**config.mk**
```make
export PLATFORM = sky130hd
export DESIGN_NAME = cpu_ctrl
export DESIGN_NICKNAME = d
export VERILOG_FILES = /design/src/rtl/cpu_ctrl.sv
export SDC_FILE = /design/constraint.sdc
export NUM_CORES = 1
export LEC_CHECK = 0
export BUFFER_PORTS_ARGS = -buffer_cell sky130_fd_sc_hd__buf_2
export CORE_MARGIN = 1.5
export CORE_UTILIZATION = 53
export DETAILED_ROUTE_END_ITERATION = 8
export GPL_TIMING_DRIVEN = 0
export PLACE_DENSITY = 0.82
export SLEW_MARGIN = 5
export SYNTH_ARGS = -nofsm -noshare
export SYNTH_HDL_FRONTEND = slang
export SYNTH_SLANG_ARGS = --single-unit
```
**constraint.sdc**
```tcl
create_clock -name clk -period 5.8 [get_ports clk]
set_input_delay 0.58 -clock clk [delete_from_list [all_inputs] [get_ports clk]]
set_output_delay 0.58 -clock clk [all_outputs]
set_load 0.1 [all_outputs]
```
**src/rtl/cpu_ctrl.sv**
```systemverilog
// ---------------------------------------------------------------------------
// cpu_ctrl
//   Sequencing controller for a 4-entry register file. It accepts one 10-bit
//   instruction at a time over a valid/ready handshake, reads operands through
//   the RF's two read ports, runs a small ALU operation, and then either
//   writes the result back or emits a register value on an output handshake.
//
// Ports
//   clk, rst                 clock (rising edge), synchronous active-high reset
//   instr_valid_i/ready_o    instruction handshake; ready only while IDLE
//   instr_i                  {op[9:6], rd[5:4], ra[3:2], rb[1:0]}
//   data_i                   LOAD operand, captured at accept
//   wr_en_o/wr_addr_o/data_RF_o        RF write port (registered)
//   rd_A_en_o/rd_A_addr_o/data_A_i     RF read port A (data one cycle later)
//   rd_B_en_o/rd_B_addr_o/data_B_i     RF read port B (data one cycle later)
//   out_data_o/out_valid_o/out_ready_i STORE output handshake
//   flag_z_o, flag_c_o       zero / carry-borrow of the last ALU op
//   illegal_o                one-cycle pulse after accepting an undefined op
//   busy_o                   controller not in IDLE
// ---------------------------------------------------------------------------
module cpu_ctrl #(
  parameter int REG_WID = 10
) (
  input  logic               clk,
  input  logic               rst,
  input  logic               instr_valid_i,
  output logic               instr_ready_o,
  input  logic [9:0]         instr_i,
  input  logic [REG_WID-1:0] data_i,
  output logic [REG_WID-1:0] data_RF_o,
  output logic               wr_en_o,
  output logic [1:0]         wr_addr_o,
  output logic               rd_A_en_o,
  output logic [1:0]         rd_A_addr_o,
  output logic               rd_B_en_o,
  output logic [1:0]         rd_B_addr_o,
  input  logic [REG_WID-1:0] data_A_i,
  input  logic [REG_WID-1:0] data_B_i,
  output logic [REG_WID-1:0] out_data_o,
  output logic               out_valid_o,
  input  logic               out_ready_i,
  output logic               flag_z_o,
  output logic               flag_c_o,
  output logic               illegal_o,
  output logic               busy_o
);

  typedef enum logic [2:0] {
    S_IDLE, S_READ, S_EXEC, S_WB, S_OUT
  } state_t;

  localparam logic [3:0] OP_NOP   = 4'd0;
  localparam logic [3:0] OP_LOAD  = 4'd1;
  localparam logic [3:0] OP_MOV   = 4'd2;
  localparam logic [3:0] OP_ADD   = 4'd3;
  localparam logic [3:0] OP_SUB   = 4'd4;
  localparam logic [3:0] OP_AND   = 4'd5;
  localparam logic [3:0] OP_OR    = 4'd6;
  localparam logic [3:0] OP_XOR   = 4'd7;
  localparam logic [3:0] OP_STORE = 4'd8;

  typedef struct packed {
    logic [3:0] op;
    logic [1:0] rd;
    logic [1:0] ra;
    logic [1:0] rb;
  } instr_t;

  instr_t instr;
  assign instr = instr_t'(instr_i);

  state_t               state_q, state_d;
  logic [3:0]           op_q, op_d;
  logic [1:0]           rd_q, rd_d;
  logic [REG_WID-1:0]   data_RF_q, data_RF_d;
  logic                 wr_en_q, wr_en_d;
  logic [1:0]           wr_addr_q, wr_addr_d;
  logic                 rd_A_en_q, rd_A_en_d;
  logic [1:0]           rd_A_addr_q, rd_A_addr_d;
  logic                 rd_B_en_q, rd_B_en_d;
  logic [1:0]           rd_B_addr_q, rd_B_addr_d;
  logic [REG_WID-1:0]   out_data_q, out_data_d;
  logic                 out_valid_q, out_valid_d;
  logic                 flag_z_q, flag_z_d;
  logic                 flag_c_q, flag_c_d;
  logic                 illegal_q, illegal_d;

  logic                 accept;
  logic [REG_WID:0]     sum, diff;
  logic [REG_WID-1:0]   alu_res;

  assign instr_ready_o = (state_q == S_IDLE);
  assign busy_o        = (state_q != S_IDLE);
  assign accept        = instr_valid_i && instr_ready_o;

  // One extra bit on both: sum[MSB] is the carry, diff[MSB] is the borrow
  // (set exactly when data_A_i < data_B_i as unsigned values).
  assign sum  = {1'b0, data_A_i} + {1'b0, data_B_i};
  assign diff = {1'b0, data_A_i} - {1'b0, data_B_i};

  always_comb begin
    alu_res = data_A_i;
    case (op_q)
      OP_ADD:  alu_res = sum[REG_WID-1:0];
      OP_SUB:  alu_res = diff[REG_WID-1:0];
      OP_AND:  alu_res = data_A_i & data_B_i;
      OP_OR:   alu_res = data_A_i | data_B_i;
      OP_XOR:  alu_res = data_A_i ^ data_B_i;
      default: alu_res = data_A_i;   // MOV (and STORE, which ignores it)
    endcase
  end

  always_comb begin
    state_d     = state_q;
    op_d        = op_q;
    rd_d        = rd_q;
    data_RF_d   = data_RF_q;
    wr_addr_d   = wr_addr_q;
    rd_A_addr_d = rd_A_addr_q;
    rd_B_addr_d = rd_B_addr_q;
    out_data_d  = out_data_q;
    out_valid_d = out_valid_q;
    flag_z_d    = flag_z_q;
    flag_c_d    = flag_c_q;
    // Strobes are single-cycle unless a state explicitly raises them.
    wr_en_d     = 1'b0;
    rd_A_en_d   = 1'b0;
    rd_B_en_d   = 1'b0;
    illegal_d   = 1'b0;

    case (state_q)
      S_IDLE: begin
        if (accept) begin
          op_d = instr.op;
          rd_d = instr.rd;
          case (instr.op)
            OP_NOP: ;
            OP_LOAD: begin
              // LOAD skips the read/exec stages: raise the write strobe
              // now so it is visible in the WB cycle right after accept.
              state_d   = S_WB;
              wr_en_d   = 1'b1;
              wr_addr_d = instr.rd;
              data_RF_d = data_i;
            end
            OP_MOV, OP_ADD, OP_SUB, OP_AND, OP_OR, OP_XOR, OP_STORE: begin
              state_d     = S_READ;
              rd_A_en_d   = 1'b1;
              rd_A_addr_d = instr.ra;
              rd_B_en_d   = 1'b1;
              rd_B_addr_d = instr.rb;
            end
            default: illegal_d = 1'b1;
          endcase
        end
      end

      S_READ: state_d = S_EXEC;

      S_EXEC: begin
        if (op_q == OP_STORE) begin
          state_d     = S_OUT;
          out_data_d  = data_A_i;
          out_valid_d = 1'b1;
        end else begin
          state_d   = S_WB;
          wr_en_d   = 1'b1;
          wr_addr_d = rd_q;
          data_RF_d = alu_res;
          flag_z_d  = (alu_res == '0);
          if (op_q == OP_ADD) flag_c_d = sum[REG_WID];
          if (op_q == OP_SUB) flag_c_d = diff[REG_WID];
        end
      end

      S_WB: state_d = S_IDLE;

      S_OUT: begin
        if (out_ready_i) begin
          state_d     = S_IDLE;
          out_valid_d = 1'b0;
        end
      end

      default: state_d = S_IDLE;
    endcase
  end

  always_ff @(posedge clk) begin
    if (rst) begin
      state_q     <= S_IDLE;
      op_q        <= '0;
      rd_q        <= '0;
      data_RF_q   <= '0;
      wr_en_q     <= 1'b0;
      wr_addr_q   <= '0;
      rd_A_en_q   <= 1'b0;
      rd_A_addr_q <= '0;
      rd_B_en_q   <= 1'b0;
      rd_B_addr_q <= '0;
      out_data_q  <= '0;
      out_valid_q <= 1'b0;
      flag_z_q    <= 1'b0;
      flag_c_q    <= 1'b0;
      illegal_q   <= 1'b0;
    end else begin
      state_q     <= state_d;
      op_q        <= op_d;
      rd_q        <= rd_d;
      data_RF_q   <= data_RF_d;
      wr_en_q     <= wr_en_d;
      wr_addr_q   <= wr_addr_d;
      rd_A_en_q   <= rd_A_en_d;
      rd_A_addr_q <= rd_A_addr_d;
      rd_B_en_q   <= rd_B_en_d;
      rd_B_addr_q <= rd_B_addr_d;
      out_data_q  <= out_data_d;
      out_valid_q <= out_valid_d;
      flag_z_q    <= flag_z_d;
      flag_c_q    <= flag_c_d;
      illegal_q   <= illegal_d;
    end
  end

  assign data_RF_o   = data_RF_q;
  assign wr_en_o     = wr_en_q;
  assign wr_addr_o   = wr_addr_q;
  assign rd_A_en_o   = rd_A_en_q;
  assign rd_A_addr_o = rd_A_addr_q;
  assign rd_B_en_o   = rd_B_en_q;
  assign rd_B_addr_o = rd_B_addr_q;
  assign out_data_o  = out_data_q;
  assign out_valid_o = out_valid_q;
  assign flag_z_o    = flag_z_q;
  assign flag_c_o    = flag_c_q;
  assign illegal_o   = illegal_q;

endmodule
```
==> reports/results.tsv, run 1 <==
metric	value	unit
core area	6386	um^2
minimum clock period	2.926	ns
Placed Area	4016	um^2
endpoints failing setup	0	
sequential area share after synthesis	23.25	%
Pwr Density	248.7	nW/um^2
# fillers	548	
HPWL Detailed	7896	um
final instance area	4120	um^2
DR WL/cell	16.55	um
Synth Cell Area	3530	um^2
leakage power	1.871	nW
flop2flop setup slack	3.46	ns
CP endpoint kind	register	
CP required	6.01	ns
Max Freq	341.8	MHz
layout cells sized above 1	22.26	%
Max Slew Vio Count	0	
Pre-antenna DRT Iters	5	
leading cell type in the layout, fill and taps excluded	buf_2	
Slew HR	40.38	%
I/O Pins	79	
area delta synth->final	16.73	%
nets	616	
Worst Hold Class	register to register	
worst reg-to-reg path cell count	8	
final wirelength	10200	um
Clock Skews	0.003282	ns
final hold vios	0	
Synth Instances	454	
# H-tree levels	2	
clk_lat worst skew	0.29	ns
post-cts sizing count	0	
grt ovf	0	
most used flip-flop cell after synthesis	dfxtp_1	
row count	29	
ys async rst share	0	%
CP endpoint	data_RF_o[6]	
Post-synth EDFFs	0	
root buf cell	clkbuf_8	
DRC Markers	0	
DIE WIDTH	84.61	um
DRT iter0 DRCs	329	
TritonCTS Buffers	5	
Final Cycle Share	50.45	%
setup bufs post-CTS	0	
largest net degree at the start of global routing	13	
Setup Crit Path Kind	primary input to register	
CTS max path bufs	2	
most frequent cells in the layout	90 x buf_2, 50 x nand2_1, 41 x a21oi_1, 41 x dfxtp_1, 40 x nor2_1	
routability congestion estimate	1.045	
CTS tree	built	
Critical Path AT	3.14	ns
die height	84.61	um
reg2reg end	data_RF_o[5]	
ant diodes	0	
antenna violations before repair	0	
synth warn	0	
outcome	finished clean	
VDD IR max	287.8	uV
die footprint	7158	um^2
total vias in the final route	3780	
synthesized area per cell	7.775	um^2
DRT antenna net count	0	
TNS Setup	0	ns
Yosys cell types	73	
Reg2Reg Launch Point	op_q[0]	
vias in the first global route	3447	
RSZ-0062 raised after global routing	false	
crit path from	data_A_i[0]	
Starting Density	55.27	%
cts hold-fix bufs	0	
Worst-path clk slew	0.08	ns
Max Cap Viol	0	
number of synthesized register bits	41	
crit-path max FO	5	
port bufs	78	
total track usage	28.23	%
Synthesized Nets	531	
vias per cell	6.136	
# clock sinks	41	
first-pass GRT wire length	16440	um
CP startpoint kind	primary input	
worst-margin pin slew	0.8924	ns
where the power goes:
group          leakage [nW]  switching, mW  internal (mW)
Clock                0.0540         0.0976          0.125
Combinational          1.48          0.350          0.134
Sequential            0.334         0.0134          0.305
Total                  1.87          0.461          0.563
metal layers:
layer / global-route usage [%] / routed length (um) / up-vias
met2: 45.45 / 4803 / 203
li1: - / - / 1799
met5: 0 / 0 / -
met1: 39.08 / 4313 / 1764
met4: 9.091 / 175 / 0
met3: 3.933 / 904 / 14
sequential cells by signal, summed over array words and instances (netlist names), 2 cells and up:
| register | flops |
|---|---|
| wr_addr_o | 2 |
| state_q | 3 |
| data_RF_o | 10 |
| rd_A_addr_o | 2 |
| op_q | 4 |
| out_data_o | 10 |
| rd_B_addr_o | 2 |
| rd_q | 2 |
synthesized netlist by cell type (5+ instances only):
cell       n  area share, %
nand2_1   50            5.3
a21oi_1   41            5.8
dfxtp_1   41             23
nor2_1    40            4.3
inv_1     34            3.6
ha_1      31             11
nor3_1    20            2.8
mux2i_1   14            4.0
nand2b_1  14            2.5
o21ai_0   14            2.0
buf_2     12            1.7
clkbuf_1  10            1.1
nor2b_1    9            1.6
a211oi_1   8            1.7
nand3_1    5           0.71
o21bai_1   5            1.1
worst min path at each step:
stage                             start  cells past startpoint             to  slack, ns
after floorplan                 rd_q[0]                      2   wr_addr_o[0]       0.45
after global placement    out_data_o[4]                      2  out_data_o[4]       0.44
after detailed placement  out_data_o[6]                      2  out_data_o[6]       0.44
after CTS                 out_data_o[6]                      2  out_data_o[6]       0.46
after global routing      out_data_o[6]                      2  out_data_o[6]       0.47
final                     out_data_o[6]                      2  out_data_o[6]       0.45
area by class of cell:
| cell class | instances | area (um^2) | share of cell area, % |
|---|---|---|---|
| well taps | 77 | 96.34 | 2.338 |
| repair buffers | 78 | 390.4 | 9.475 |
| clock inverters | 2 | 35.03 | 0.8503 |
| inverters | 34 | 127.6 | 3.097 |
| flip-flops and latches | 41 | 820.8 | 19.92 |
| plain buffers | 29 | 155.1 | 3.766 |
| multi-input cells | 350 | 2426 | 58.88 |
| clock buffers | 5 | 68.82 | 1.670 |
stage by stage:
step | power, mW | utilization [%] | cells | worst slack, ns | hold slack [ns]
4_1_cts | 1.021 | 64.52 | 616 | 2.964 | 0.4556
3_5_place_dp | 0.7997 | 62.89 | 609 | 2.662 | 0.4448
6_report | 1.025 | 64.52 | 616 | 2.874 | 0.4541
5_1_grt | 1.071 | 64.52 | 616 | 2.836 | 0.4744
3_3_place_gp | 0.7926 | 62.89 | 609 | 2.731 | 0.4406
2_1_floorplan | 0.6954 | - | 454 | 1.304 | 0.4546
worst max-delay path, cell delays in order:
cell	delay [ns]
buf_2	0.16
ha_1	0.25
inv_1	0.07
fa_1	0.41
nand2b_1	0.18
a21oi_1	0.26
nor3_1	0.09
o311ai_1	0.36
o221ai_1	0.31
a21o_1	0.25
a311oi_2	0.22
cell families after synthesis:
kind of cell | count (synthesis) | synth area share, %
simple gates | 172 | 25.27
compound gates | 128 | 26.23
xor+xnor | 2 | 0.4964
buf+inv | 63 | 8.011
mux | 15 | 4.608
fa+ha+maj | 33 | 12.12
flops | 41 | 23.25
Note: power is estimated with default switching activity, not from simulation.
==> run 2: changes to the inputs <==
==> constraint.sdc (replaced) <==
create_clock -name clk -period 3.03 [get_ports clk]
set_input_delay 0.303 -clock clk [delete_from_list [all_inputs] [get_ports clk]]
set_output_delay 0.303 -clock clk [all_outputs]
set_load 0.1 [all_outputs]
==> reports/results.tsv, run 2 (synthesis gave the netlist of run 1 again) <==
metric	value	unit
outcome	finished clean	
Slew HR	32.86	%
Core Util, Final	64.69	%
minimum clock period	2.601	ns
Final Cycle Share	85.84	%
Max Freq	384.5	MHz
TNS Setup	0	ns
Multi-input gate area	2437	um^2
grt ovf	0	
crit-path max FO	5	
Max Cap Viol	0	
most frequent cells in the layout	90 x buf_2, 50 x nand2_1, 41 x a21oi_1, 41 x dfxtp_1, 40 x nor2_1	
leakage power	1.875	nW
clk_lat worst skew	0.29	ns
vias per cell	6.041	
cts hold-fix bufs	0	
DIE WIDTH	84.61	um
total vias in the final route	3721	
worst-margin pin slew	1.005	ns
CP startpoint kind	primary input	
# fillers	579	
DR WL/cell	16.91	um
die height	84.61	um
CTS tree	built	
Setup Crit Path Kind	primary input to register	
Pre-antenna DRT Iters	5	
DRC Markers	0	
vias in the first global route	3449	
Critical Path AT	2.81	ns
port bufs	78	
layout cells sized above 1	22.45	%
leading cell type in the layout, fill and taps excluded	buf_2	
setup bufs post-CTS	0	
DRT iter0 DRCs	357	
post-cts sizing count	0	
antenna violations before repair	0	
I/O Pins	79	
largest net degree at the start of global routing	13	
nets	616	
# clock sinks	41	
CTS max path bufs	2	
CP required	3.24	ns
core area	6386	um^2
VDD IR max	401.1	uV
endpoints failing setup	0	
Starting Density	55.27	%
HPWL Detailed	7955	um
# H-tree levels	2	
RSZ-0062 raised after global routing	false	
DRT antenna net count	0	
Clock Skews	0.007128	ns
worst reg-to-reg path cell count	6	
final wirelength	10420	um
Pwr Density	476.5	nW/um^2
root buf cell	clkbuf_8	
die footprint	7158	um^2
total track usage	28.98	%
CP endpoint kind	register	
Max Slew Vio Count	0	
hold depth	3	
Worst Hold Class	primary input to register	
routability congestion estimate	1.040	
flop2flop setup slack	0.59	ns
first-pass GRT wire length	16880	um
Worst-path clk slew	0.08	ns
final hold vios	0	
Register Area	820.8	um^2
area delta synth->final	17.05	%
TritonCTS Buffers	5	
row count	29	
ant diodes	0	
## run 2: changes by cell type in the layout (fill, tap and decap cells not counted)
| cell | before | now |
|---|---|---|
| nor3_4 | 0 | 1 |
| nor3_1 | 20 | 19 |
## run 2: power breakdown
part           internal [mW]  switching (mW)  leakage (nW)
sequential             0.583          0.0249         0.334
combinational          0.259           0.677          1.49
clock                  0.239           0.184        0.0540
total                   1.08           0.886          1.88
## run 2: through the flow
stage / total power, mW / std cells / setup WS [ns] / area, um^2 / hold WS [ns]
finish: 1.969 / 616 / 0.4292 / 4131 / 0.2472
global route: 2.062 / 616 / 0.3323 / 4131 / 0.2501
CTS: 1.960 / 616 / 0.4711 / 4131 / 0.2467
detailed placement: 1.538 / 609 / 0.1952 / 4028 / 0.4509
global placement: 1.523 / 609 / 0.2206 / 4028 / 0.4401
floorplan: 1.336 / 454 / 0.4457 / 3541 / 0.4390
## run 2: cell type report
| type | instances | share of cell area (%) |
|---|---|---|
| multi-input combinational | 350 | 58.99 |
| sequential | 41 | 19.87 |
| timing repair buffer | 78 | 9.449 |
| buffer | 29 | 3.755 |
| inverter | 34 | 3.089 |
| tap | 77 | 2.332 |
| clock buffer | 5 | 1.666 |
| clock inverter | 2 | 0.8480 |
## run 2: critical path, stage by stage
cell and delay, ns:
buf_2 0.16, ha_1 0.27, inv_1 0.08, fa_1 0.41, nand2b_1 0.19, a21oi_1 0.28
nor3_1 0.08, o311ai_1 0.34, o221ai_1 0.25, a21o_1 0.23, a311oi_2 0.22
## run 2: per-layer routing
| layer | track usage [%] | part of all wire, % |
|---|---|---|
| met5 | 0 | 0 |
| met4 | 9.238 | 2.2 |
| met3 | 3.048 | 7.6 |
| met2 | 48.05 | 47 |
| met1 | 39.60 | 43 |
## run 2: path summary, 6_finish.rpt
kind                               startpoint              to
worst max-delay path              data_A_i[0]    data_RF_o[6]
worst min register to register  out_data_o[3]   out_data_o[3]
worst min-delay path               instr_i[1]  rd_B_addr_o[1]
worst max register to register     state_q[1]   out_data_o[9]
==> run 3: changes to the inputs <==
==> constraint.sdc (replaced) <==
create_clock -name clk -period 3.3 [get_ports clk]
set_input_delay 0.33 -clock clk [delete_from_list [all_inputs] [get_ports clk]]
set_output_delay 0.33 -clock clk [all_outputs]
set_load 0.1 [all_outputs]
==> reports/results.tsv, run 3 (synthesis gave the netlist of run 1 again) <==
metric	value	unit
outcome	finished clean	
leakage power	1.876	nW
vias per cell	6.068	
TNS Setup	0	ns
setup bufs post-CTS	0	
die footprint	7158	um^2
endpoints failing setup	0	
Worst Hold Endpoint	rd_A_addr_o[0]	
flop2flop setup slack	0.95	ns
cts hold-fix bufs	0	
crit path from	data_A_i[0]	
DIE WIDTH	84.61	um
largest net degree at the start of global routing	14	
Pre-antenna DRT Iters	5	
Final Cycle Share	80.06	%
CTS tree	built	
# fillers	587	
final hold vios	0	
Clock Skews	0.007487	ns
HPWL Detailed	7820	um
DRC Markers	0	
worst reg-to-reg path cell count	6	
vias in the first global route	3430	
final wirelength	10210	um
first-pass GRT wire length	16500	um
CP endpoint kind	register	
minimum clock period	2.642	ns
# clock sinks	41	
port bufs	78	
layout cells sized above 1	22.59	%
Placed Area	4021	um^2
ant diodes	0	
hold depth	3	
worst-margin pin slew	0.9768	ns
total track usage	28.28	%
DRT iter0 DRCs	328	
Pwr Density	444.7	nW/um^2
clk_lat worst skew	0.30	ns
row count	29	
VDD IR max	532.4	uV
antenna violations before repair	0	
post-cts sizing count	0	
Worst-path clk slew	0.09	ns
Slew HR	34.74	%
CP required	3.52	ns
reg2reg end	out_data_o[4]	
I/O Pins	79	
CTS max path bufs	2	
grt ovf	0	
Max Cap Viol	0	
DR WL/cell	16.55	um
area delta synth->final	17.33	%
root buf cell	clkbuf_8	
DRT antenna net count	0	
Hold Startpoint	instr_i[2]	
most frequent cells in the layout	90 x buf_2, 50 x nand2_1, 41 x a21oi_1, 41 x dfxtp_1, 40 x nor2_1	
routability congestion estimate	1.050	
Setup Crit Path Kind	primary input to register	
Power, Total	1.842	mW
CP startpoint kind	primary input	
core area	6386	um^2
leading cell type in the layout, fill and taps excluded	buf_2	
total vias in the final route	3744	
Starting Density	55.27	%
Worst Hold Class	primary input to register	
# H-tree levels	2	
die height	84.61	um
Max Freq	378.5	MHz
Reg2Reg Launch Point	state_q[1]	
final instance area	4141	um^2
RSZ-0062 raised after global routing	false	
crit-path max FO	5	
TritonCTS Buffers	5	
Critical Path AT	2.86	ns
Max Slew Vio Count	0	
nets	616	
==> run 3: area by class of cell <==
type                    count  area, um^2  share of cell area, %
clock inverters             2       37.54                 0.9063
repair buffers             78       390.4                  9.426
flip-flops and latches     41       820.8                  19.82
well taps                  77       96.34                  2.326
plain buffers              29       155.1                  3.746
inverters                  34       127.6                  3.082
multi-input cells         350        2431                  58.70
clock buffers               6       82.58                  1.994
==> run 3: per-layer routing <==
layer | global-route usage (%) | wire length [um] | up-vias | share of wire, %
li1 | - | - | 1792 | -
met1 | 38.38 | 4539 | 1738 | 44
met2 | 47.11 | 4736 | 188 | 46
met3 | 3.540 | 694 | 26 | 6.8
met4 | 8.358 | 242 | 0 | 2.4
met5 | 0 | 0 | - | 0
==> run 3: power breakdown <==
part	internal, mW	switching (mW)
Combinational	0.236	0.615
Sequential	0.535	0.0230
Clock	0.246	0.186
Total	1.02	0.824
==> run 3: worst max-delay path, stage by stage <==
cell      delay (ns)
buf_2           0.17
ha_1            0.24
inv_1           0.07
fa_1            0.41
nand2b_1        0.18
a21oi_1         0.29
nor3_1          0.10
o311ai_1        0.37
o221ai_1        0.26
a21o_1          0.23
a311oi_2        0.22
==> run 3: how the worst max path moves through the flow <==
| stage | slack (ns) | end |
|---|---|---|
| after floorplan | 0.17 | rd_A_addr_o[0] |
| after CTS | 0.72 | data_RF_o[6] |
| after detailed placement | 0.42 | data_RF_o[6] |
| final | 0.66 | data_RF_o[6] |
| after global routing | 0.55 | data_RF_o[6] |
| after global placement | 0.47 | data_RF_o[6] |
==> run 3: metrics by stage <==
stage                     instances  hold WS, ns  worst slack, ns  util, %
final                           617       0.2679           0.6582    64.85
after global routing            617       0.2764           0.5550    64.85
after CTS                       617       0.2673           0.7242    64.85
after detailed placement        609       0.4464           0.4154    62.97
after global placement          609       0.4397           0.4680    62.97
after floorplan                 454       0.4546           0.1703        -
